### config.mk
export PLATFORM = sky130hd
export DESIGN_NAME = constant_generator
export DESIGN_NICKNAME = d
export VERILOG_FILES = /design/src/rtl/constant_generator.sv
export SDC_FILE = /design/constraint.sdc
export NUM_CORES = 1
export LEC_CHECK = 0
export CORE_MARGIN = 5
export CORE_UTILIZATION = 26
export DETAILED_ROUTE_END_ITERATION = 10
export PLACE_DENSITY = 0.73
export SYNTH_ARGS = -nofsm -noshare
export SYNTH_HDL_FRONTEND = slang
export SYNTH_SLANG_ARGS = --single-unit
### constraint.sdc
create_clock -name MCLK -period 0.8 [get_ports MCLK]
set_clock_uncertainty 0.15 [all_clocks]
set_input_delay 0.08 -clock MCLK [delete_from_list [all_inputs] [get_ports MCLK]]
set_output_delay 0.08 -clock MCLK [all_outputs]
set_load 0.01 [all_outputs]
### src/rtl/constant_generator.sv
// MSP430 constant-generator decode: flags CG1 (R2) / CG2 (R3) operands and supplies their value, registered.
// Define CG_ABSOLUTE_EN to make R2 indexed (absolute mode) yield a generated 0x0000 base.
module constant_generator (
  input  logic        MCLK,
  input  logic        RSTn,
  input  logic        Format,
  input  logic [3:0]  srcA,
  input  logic [1:0]  As,
  input  logic [3:0]  dstA,
  input  logic        Ad,
  output logic [15:0] src,
  output logic [15:0] dst,
  output logic        srcGenerated,
  output logic        dstGenerated
);

  localparam int unsigned DataW = 16;
  localparam int unsigned RegW  = 4;

  localparam logic [RegW-1:0] RegCg1 = RegW'(2);
  localparam logic [RegW-1:0] RegCg2 = RegW'(3);

`ifdef CG_ABSOLUTE_EN
  localparam bit AbsEnable = 1'b1;
`else
  localparam bit AbsEnable = 1'b0;
`endif

  logic [DataW-1:0] srcNext;
  logic [DataW-1:0] dstNext;
  logic             srcGenNext;
  logic             dstGenNext;

  // Source decode (both formats use srcA/As).
  always_comb begin
    srcNext    = '0;
    srcGenNext = 1'b0;
    if (srcA == RegCg1) begin
      unique case (As)
        2'b00: srcGenNext = 1'b0;
        2'b01: srcGenNext = AbsEnable;
        2'b10: begin srcGenNext = 1'b1; srcNext = DataW'(16'h0004); end
        2'b11: begin srcGenNext = 1'b1; srcNext = DataW'(16'h0008); end
        default: srcGenNext = 1'b0;
      endcase
    end else if (srcA == RegCg2) begin
      srcGenNext = 1'b1;
      unique case (As)
        2'b00: srcNext = DataW'(16'h0000);
        2'b01: srcNext = DataW'(16'h0001);
        2'b10: srcNext = DataW'(16'h0002);
        2'b11: srcNext = DataW'(16'hFFFF);
        default: srcNext = '0;
      endcase
    end
  end

  // Destination decode, Format I only.
  always_comb begin
    dstNext    = '0;
    dstGenNext = 1'b0;
    if (!Format) begin
      if (dstA == RegCg1) begin
        dstGenNext = Ad & AbsEnable;
      end else if (dstA == RegCg2) begin
        dstGenNext = 1'b1;
        dstNext    = Ad ? DataW'(16'h0001) : DataW'(16'h0000);
      end
    end
  end

  always_ff @(posedge MCLK or negedge RSTn) begin
    if (!RSTn) begin
      src          <= '0;
      dst          <= '0;
      srcGenerated <= 1'b0;
      dstGenerated <= 1'b0;
    end else begin
      src          <= srcNext;
      dst          <= dstNext;
      srcGenerated <= srcGenNext;
      dstGenerated <= dstGenNext;
    end
  end

endmodule

# After elaboration in Yosys (flattened, before gate mapping)
# Index checks and enable logic that the tools add are counted.
[op_classes]
mux = 14
n_shift = 0
add_sub_neg = 0
order_cmp = 0
reduce_logical = 3
bitwise = 0
mul = 0
n_eq_ne = 7
n_div = 0
[ops]
columns = ["op", "count"]
rows = [
  ["$pmux W16 S4", 1],
  ["$mux W16", 2],
  ["$eq A4 B2 Y1 const B", 4],
  ["$mux W1", 9],
  ["$pmux W4 S2", 1],
  ["$eq A2 B2 Y1 const B", 2],
  ["$reduce_or A2 Y1", 2],
  ["$eq A2 B1 Y1 const B", 1],
  ["$logic_not A2 Y1", 1],
  ["$pmux W1 S2", 1],
]
[totals]
out_inout_bits = 34
n_memories = 0
wordCells = 28
latch_bits = 0
regBits = 34
mem_bits_ro = 0
inputBits = 14
ramBits = 0

# Depth between registers and ports, before layout
# Gate-level depths: netlist of run 1.
[logic_depth]
word_depth = 4
mapped_depth = 2
mapped_depth_nobuf = 2

# Worst setup path after synthesis of run 1
# OpenSTA, ideal clock, no wires.
[synth_path]
kind = "reg-to-output"
startpoint = "register, netlist name src[14]"
endpoint = "output port src[10]"
t_arrival_ns = 0.700
stages_incl_launch_ff = 2
t_required_ns = 0.570
path_slack_ns = -0.130
cell_sequence = "dfrtp_1 buf_4"
[synth_rtl]
columns = ["element", "line", "rtl"]
rows = [
  ["end: declaration", "11", "output logic [15:0] src,"],
]

==> results of run 1 <==
[sequential cells by signal (all words and copies together) (netlist names)]
register      count
src               5
dstGenerated      1
dst               1
srcGenerated      1
[worst max-delay path by stage]
stage                      startpoint  endpoint  slack [ns]  cells past startpoint
floorplan           src[14]$_DFF_PN0_   src[10]       -0.05                      1
global placement    src[14]$_DFF_PN0_   src[12]       -0.43                      1
detailed placement  src[14]$_DFF_PN0_   src[12]       -0.46                      1
CTS                 src[14]$_DFF_PN0_   src[12]       -0.36                      2
global route        src[14]$_DFF_PN0_   src[15]       -0.39                      2
finish              src[14]$_DFF_PN0_   src[15]       -0.35                      2
[power groups by stage]
stage	sequential [mW]	clock [mW]	combinational (mW)
detailed placement	0.422	0	0.180
finish	0.414	0.327	0.174
global placement	0.422	0	0.176
floorplan	0.426	0	0.122
CTS	0.414	0.341	0.175
global route	0.414	0.366	0.193
[stage by stage]
step | worst slack [ns] | total power [mW] | setup TNS [ns]
2_1_floorplan | -0.0537 | 0.548 | -0.591
4_1_cts | -0.363 | 0.929 | -5.60
5_1_grt | -0.393 | 0.973 | -6.07
3_3_place_gp | -0.429 | 0.598 | -10.14
3_5_place_dp | -0.455 | 0.602 | -10.59
6_report | -0.349 | 0.915 | -5.35
[placed cells by master (no fill, tap or decap), types with 2 or more instances in the layout]
cell type | synthesis | final
buf_6 | 0 | 17
conb_1 | 1 | 15
dfrtp_1 | 8 | 7
dlygate4sd2_1 | 0 | 6
buf_2 | 0 | 5
and3_1 | 3 | 3
clkbuf_4 | 0 | 3
clkdlybuf4s50_1 | 0 | 3
dlymetal6s2s_1 | 0 | 3
and2_2 | 2 | 2
[metal layers]
metal / vias up / global-route usage [%] / part of all wire, %
li1: 170 / - / -
met1: 159 / 5.96 / 29
met2: 43 / 12.8 / 46
met3: 2 / 3.81 / 23
met4: 0 / 6.22 / 1.8
met5: - / 0 / 0
[critical path, delay by kind of cell (launching register included)]
kind / cells / cell delay [ns]
buf+inv: 2 / 0.26
flops: 1 / 0.41
[repair_timing]
item	in CTS	in global routing
setup buffers	2	0
endpoints found under the setup margin	27	23
pin swaps	4	5
gates resized for setup	102	6
endpoints found under the hold margin	8	10
[area by class of cell]
type                            instances  share of cell area, %
Clock buffer                            4                   3.29
Inverter                                1                  0.470
Multi-Input combinational cell         28                   22.4
Sequential cell                         8                   25.2
Tap cell                               27                   4.23
Timing Repair Buffer                   36                   44.4
[kinds of logic (layout without fill, tap and decap cells)]
| kind of cell | after synthesis | after routing |
|---|---|---|
| xor+xnor | 1 | 1 |
| compound gates | 1 | 1 |
| buf+inv | 27 | 41 |
| other cells | 1 | 15 |
| simple gates | 11 | 11 |
| flops | 8 | 8 |
==> reports/qor.csv, run 1 <==
stage;metric;value;unit
worst_hold_path;min_from;Format;
synth;synthCells;49;
grt;grt_usage;7.35;%
synth;yosysWarnings;0;
die;die_area;2980;sq um
power;p_leak;0.453;nW
cts;cts_tree;yes;
flow_run;max_cap_viol_count;0;
synth;synthFlopType;dfrtp_1;
power;p_sw_share;24.7;%
cells_and_area;design_area;798;sq um
grt;overflow;0;
synth;synth_compound_area_share;1.45;%
placed_design;dp_hpwl;874;um
cells_and_area;fill_cells;191;
cells_and_area;multiInputGateArea;179;sq um
timing;fmax;870;MHz
cts;root_buffer;clkbuf_4;
cts;clk_pin_slew;0.06;ns
synth;syn_area_per_cell;10.5;sq um
die;start_util;26.9;%
die;io_pins;48;
die;die_w;54.6;um
routing;drt-total-wl;969;um
routing;post_drt_wl_per_cell;9.32;um
synth;synth_cell_type_count;14;
timing;period_minus_slack;1.15;ns
synth;synth.area.mux_share;0;%
cells_and_area;utilization;41.5;%
synth;yosys.area.top_type;dfrtp_1;
placed_design;globalplace.congestion;0.609;
routing;drc;0;
cells_and_area;nNetsFinal;92;
cts;cts_sinks;8;
timing;fin_ws;-0.349;ns
power;share_comb_of_total_power;19.0;%
synth;synth-seq-cells;8;
timing;hold_slack;-0.0746;ns
critical_path;crit_path_frequent_cell;buf_6;
cts;numCtsBuffers;3;
grt;grt_first_pass_wirelength;1500;um
routing;vias;374;
critical_path;cp-end-kind;output pin;
power;intPower;0.689;mW
placed_design;placed_cells;98;
synth;yosysTopAreaCellShare;38.7;%
status;outcome;complete, but fails checks;
synth;synthAdderAreaFrac;0;%
synth;synth-edff-count;0;
status;violations;negative hold slack, negative setup slack;
synth;yosysMostFrequentCell;buf_4;
grt;grt_pass1_vias;396;
critical_path;cpMaxStageDelayCell;dfrtp_2;
critical_path;cp-start-kind;register;
synth;synth_top_family_by_area;buffers and inverters;
cells_and_area;layoutNonFillerInstCount;104;
power;power.switching;0.226;mW
critical_path;crit_fanout;6;
synth;synth-simple-area-share;18.9;%
timing;slew_violations;0;
die;core-area;1920;sq um
critical_path;critPathMaxStageDelay;0.41;ns
placed_design;dpl_cell_area;744;sq um
synth;synth_area_leaders;dfrtp_1 (39%), buf_4 (38%), nor4_4 (4.1%), and3_1 (3.6%), and2_2 (2.9%);
cells_and_area;synthToLayoutAreaGrowth;54.5;%
cells_and_area;drive_gt1_share;42.9;%
cells_and_area;antenna_cells;0;
routing;firstDrtPassIters;2;
cts;clk_path_buf_depth;2;
cells_and_area;seq_area;201;sq um
cts;htree_levels;1;
synth;synth.cell_area;517;sq um
critical_path;worstPathArrival;0.92;ns
critical_path;path_cells;buf_6 > buf_6;
power;max-vdd-ir-drop;789;uV
routing;vias_per_cell;3.60;
timing;rsz0062_at_grt;yes;
synth;synth_seq_area_share;38.7;%
timing;setup_viol;19;
worst_hold_path;hold_end;dst[0]$_DFF_PN0_;
routing;drt_iter0_drc;1;
die;placementRows;16;
synth;synth-xor-area-share;1.69;%
critical_path;crit_type;register to output pin;
timing;layout_worst_path_cycle_share;144;%
timing;hold_viol;10;
worst_hold_path;hold_depth;2;
placed_design;io_buffers;32;
synth;synth_common_cells;buf_4 (26), dfrtp_1 (8), and3_1 (3), and2_2 (2);
grt;grt_antenna_before_repair;0;
power;clock_power_share;35.7;%
worst_hold_path;hold_path_class;input pin to register;
critical_path;worstPathRequired;0.57;ns
routing;antenna_left;0;
power;power_frac_seq;45.3;%
synth;synthArstFlopShare;100;%
die;die_y;54.6;um
power;powerDensity;1150;nW/um^2
grt;grt_max_degree;9;
Note: power is estimated with default switching activity, not from simulation.
==> run 2, diff against run 1 <==
==> constraint.sdc (replaced) <==
create_clock -name MCLK -period 1 [get_ports MCLK]
set_clock_uncertainty 0.15 [all_clocks]
set_input_delay 0.1 -clock MCLK [delete_from_list [all_inputs] [get_ports MCLK]]
set_output_delay 0.1 -clock MCLK [all_outputs]
set_load 0.01 [all_outputs]
==> reports/qor.csv, run 2 (synthesized netlist as in run 1, its figures left out) <==
stage;metric;value;unit;change
critical_path;critPathMaxStageDelay;0.41;ns;about the same
die;placementRows;16;;unchanged
critical_path;cp-end-kind;output pin;;
cells_and_area;largest_reg_flops;5;;unchanged
placed_design;io_buffers;32;;unchanged
cells_and_area;final_common_cell;buf_6;;
routing;drc;0;;unchanged
die;die_y;54.6;um;unchanged
die;start_util;26.9;%;unchanged
placed_design;placed_cells;97;;-1.0%
routing;vias_per_cell;3.66;;+1.7%
power;p_leak;0.431;nW;-4.9%
cts;clk_path_buf_depth;2;;unchanged
critical_path;cp-start-kind;register;;
flow_run;max_cap_viol_count;0;;unchanged
power;powerDensity;899;nW/um^2;-22%
cells_and_area;final_cell_mix;buf_6 (18), conb_1 (15), clkdlybuf4s50_1 (10), dfrtp_1 (7), buf_2 (4);;
cells_and_area;antenna_cells;0;;unchanged
grt;grt_usage;7.58;%;+0.23 points
critical_path;path_cells;buf_6 > buf_6;;
cells_and_area;regMostFlops;src;;
placed_design;dp_hpwl;864;um;-1.0%
die;core-area;1920;sq um;unchanged
routing;drt-total-wl;993;um;+2.5%
cts;htree_levels;1;;unchanged
grt;grt_max_degree;9;;unchanged
timing;period_minus_slack;1.16;ns;
timing;setup_viol;12;;-7
timing;hold_slack;-0.0229;ns;+0.0517 ns
routing;vias;373;;-0.27%
worst_hold_path;hold_path_class;input pin to async pin;;
cells_and_area;layoutNonFillerInstCount;102;;-1.9%
placed_design;globalplace.congestion;0.600;;-1.5%
die;die_area;2980;sq um;unchanged
routing;firstDrtPassIters;1;;-1
cells_and_area;nNetsFinal;91;;-1.1%
critical_path;worstPathArrival;0.91;ns;about the same
critical_path;crit_fanout;6;;unchanged
cells_and_area;synthToLayoutAreaGrowth;53.8;%;
timing;layout_worst_path_cycle_share;116;%;
status;outcome;complete, but fails checks;;
cts;cts_sinks;8;;unchanged
timing;slew_violations;0;;unchanged
grt;grt_antenna_before_repair;0;;unchanged
routing;post_drt_wl_per_cell;9.74;um;+4.5%
grt;grt_first_pass_wirelength;1560;um;+4.1%
timing;hold_viol;8;;-2
die;io_pins;48;;unchanged
cts;cts_tree;yes;;
critical_path;crit_buf_inv;2;;unchanged
cts;numCtsBuffers;3;;unchanged
timing;rsz0062_at_grt;yes;;
routing;antenna_left;0;;unchanged
critical_path;crit_path_frequent_cell;buf_6;;
grt;grt_pass1_vias;401;;+1.3%
cts;root_buffer;clkbuf_4;;
grt;overflow;0;;unchanged
critical_path;worstPathRequired;0.75;ns;+0.18 ns
critical_path;crit_type;register to output pin;;
critical_path;cpMaxStageDelayCell;dfrtp_2;;
die;die_w;54.6;um;unchanged
critical_path;critPathTopFamily;flip-flops;;
cells_and_area;fill_cells;191;;unchanged
status;violations;negative hold slack, negative setup slack;;
power;max-vdd-ir-drop;643;uV;-19%
timing;fmax;860;MHz;
timing;fin_ws;-0.162;ns;+0.187 ns
cts;clk_pin_slew;0.05;ns;about the same
routing;drt_iter0_drc;0;;-1
cells_and_area;drive_gt1_share;41.3;%;-1.5 points
## run 2: cell count changes in the layout (fill, tap and decap cells not counted), sizes merged
cell / before / now
clkdlybuf4s50: 3 / 10
clkbuf: 4 / 3
dlygate4sd2: 6 / 1
clkdlybuf4s15: 1 / 0
dlymetal6s2s: 3 / 2
buf: 23 / 22
## run 2: cell type report
type,instances,area (sq um),area share [%]
clock buffers,3,22.5,2.83
repair buffers,35,357,44.9
well taps,27,33.8,4.25
multi-input cells,28,176,22.2
inverters,1,3.75,0.472
flip-flops and latches,8,201,25.4
## run 2: per-layer routing
metal / up-vias / routed length (um) / GRT usage [%]
met2: 39 / 478 / 14.2
li1: 170 / - / -
met4: 0 / 0 / 4.98
met3: 0 / 233 / 4.36
met1: 164 / 281 / 5.63
met5: - / 0 / 0
## run 2: how the worst max path moves through the flow
stage                           start  endpoint  slack (ns)  cells after the start
CTS                 src[14]$_DFF_PN0_   src[12]       -0.18                      2
finish              src[14]$_DFF_PN0_    src[4]       -0.16                      2
global route        src[14]$_DFF_PN0_    src[4]       -0.21                      2
detailed placement  src[14]$_DFF_PN0_   src[10]       -0.38                      1
global placement    src[14]$_DFF_PN0_    src[7]       -0.32                      1
floorplan           src[14]$_DFF_PN0_   src[10]        0.05                      1
## run 2: where the power goes
group / switching (mW) / internal (mW) / total, mW
clock network: 0.102 / 0.137 / 0.238
registers: 0.00181 / 0.330 / 0.331
logic: 0.0688 / 0.0759 / 0.145
## run 2: timing repair
item / 4_1_cts / 5_1_grt
pin swaps: 0 / 3
resized for setup: 95 / 6
endpoints found under the setup margin: 20 / 21
setup buffers: 2 / 0
hold endpoints to repair: 8 / 8
## run 2: stage by stage
| stage | TNS, ns | utilization (%) | worst slack (ns) | instance area [sq um] | power (mW) |
|---|---|---|---|---|---|
| after floorplan | 0 | - | 0.0499 | 569 | 0.438 |
| after global placement | -6.10 | 38.3 | -0.317 | 736 | 0.476 |
| after detailed placement | -6.90 | 38.3 | -0.377 | 736 | 0.478 |
| after CTS | -2.11 | 39.9 | -0.178 | 767 | 0.726 |
| after global routing | -2.67 | 41.3 | -0.215 | 795 | 0.765 |
| final | -1.93 | 41.3 | -0.162 | 795 | 0.715 |
==> run 3, diff against run 2 <==
--- a/config.mk
+++ b/config.mk
@@ -5,6 +5,7 @@
 export SDC_FILE = /design/constraint.sdc
 export NUM_CORES = 1
 export LEC_CHECK = 0
+export CAP_MARGIN = 20
 export CORE_MARGIN = 5
 export CORE_UTILIZATION = 26
 export DETAILED_ROUTE_END_ITERATION = 10
==> results of run 3 <==
Final layout, timing and power as in run 2 (identical DEF).
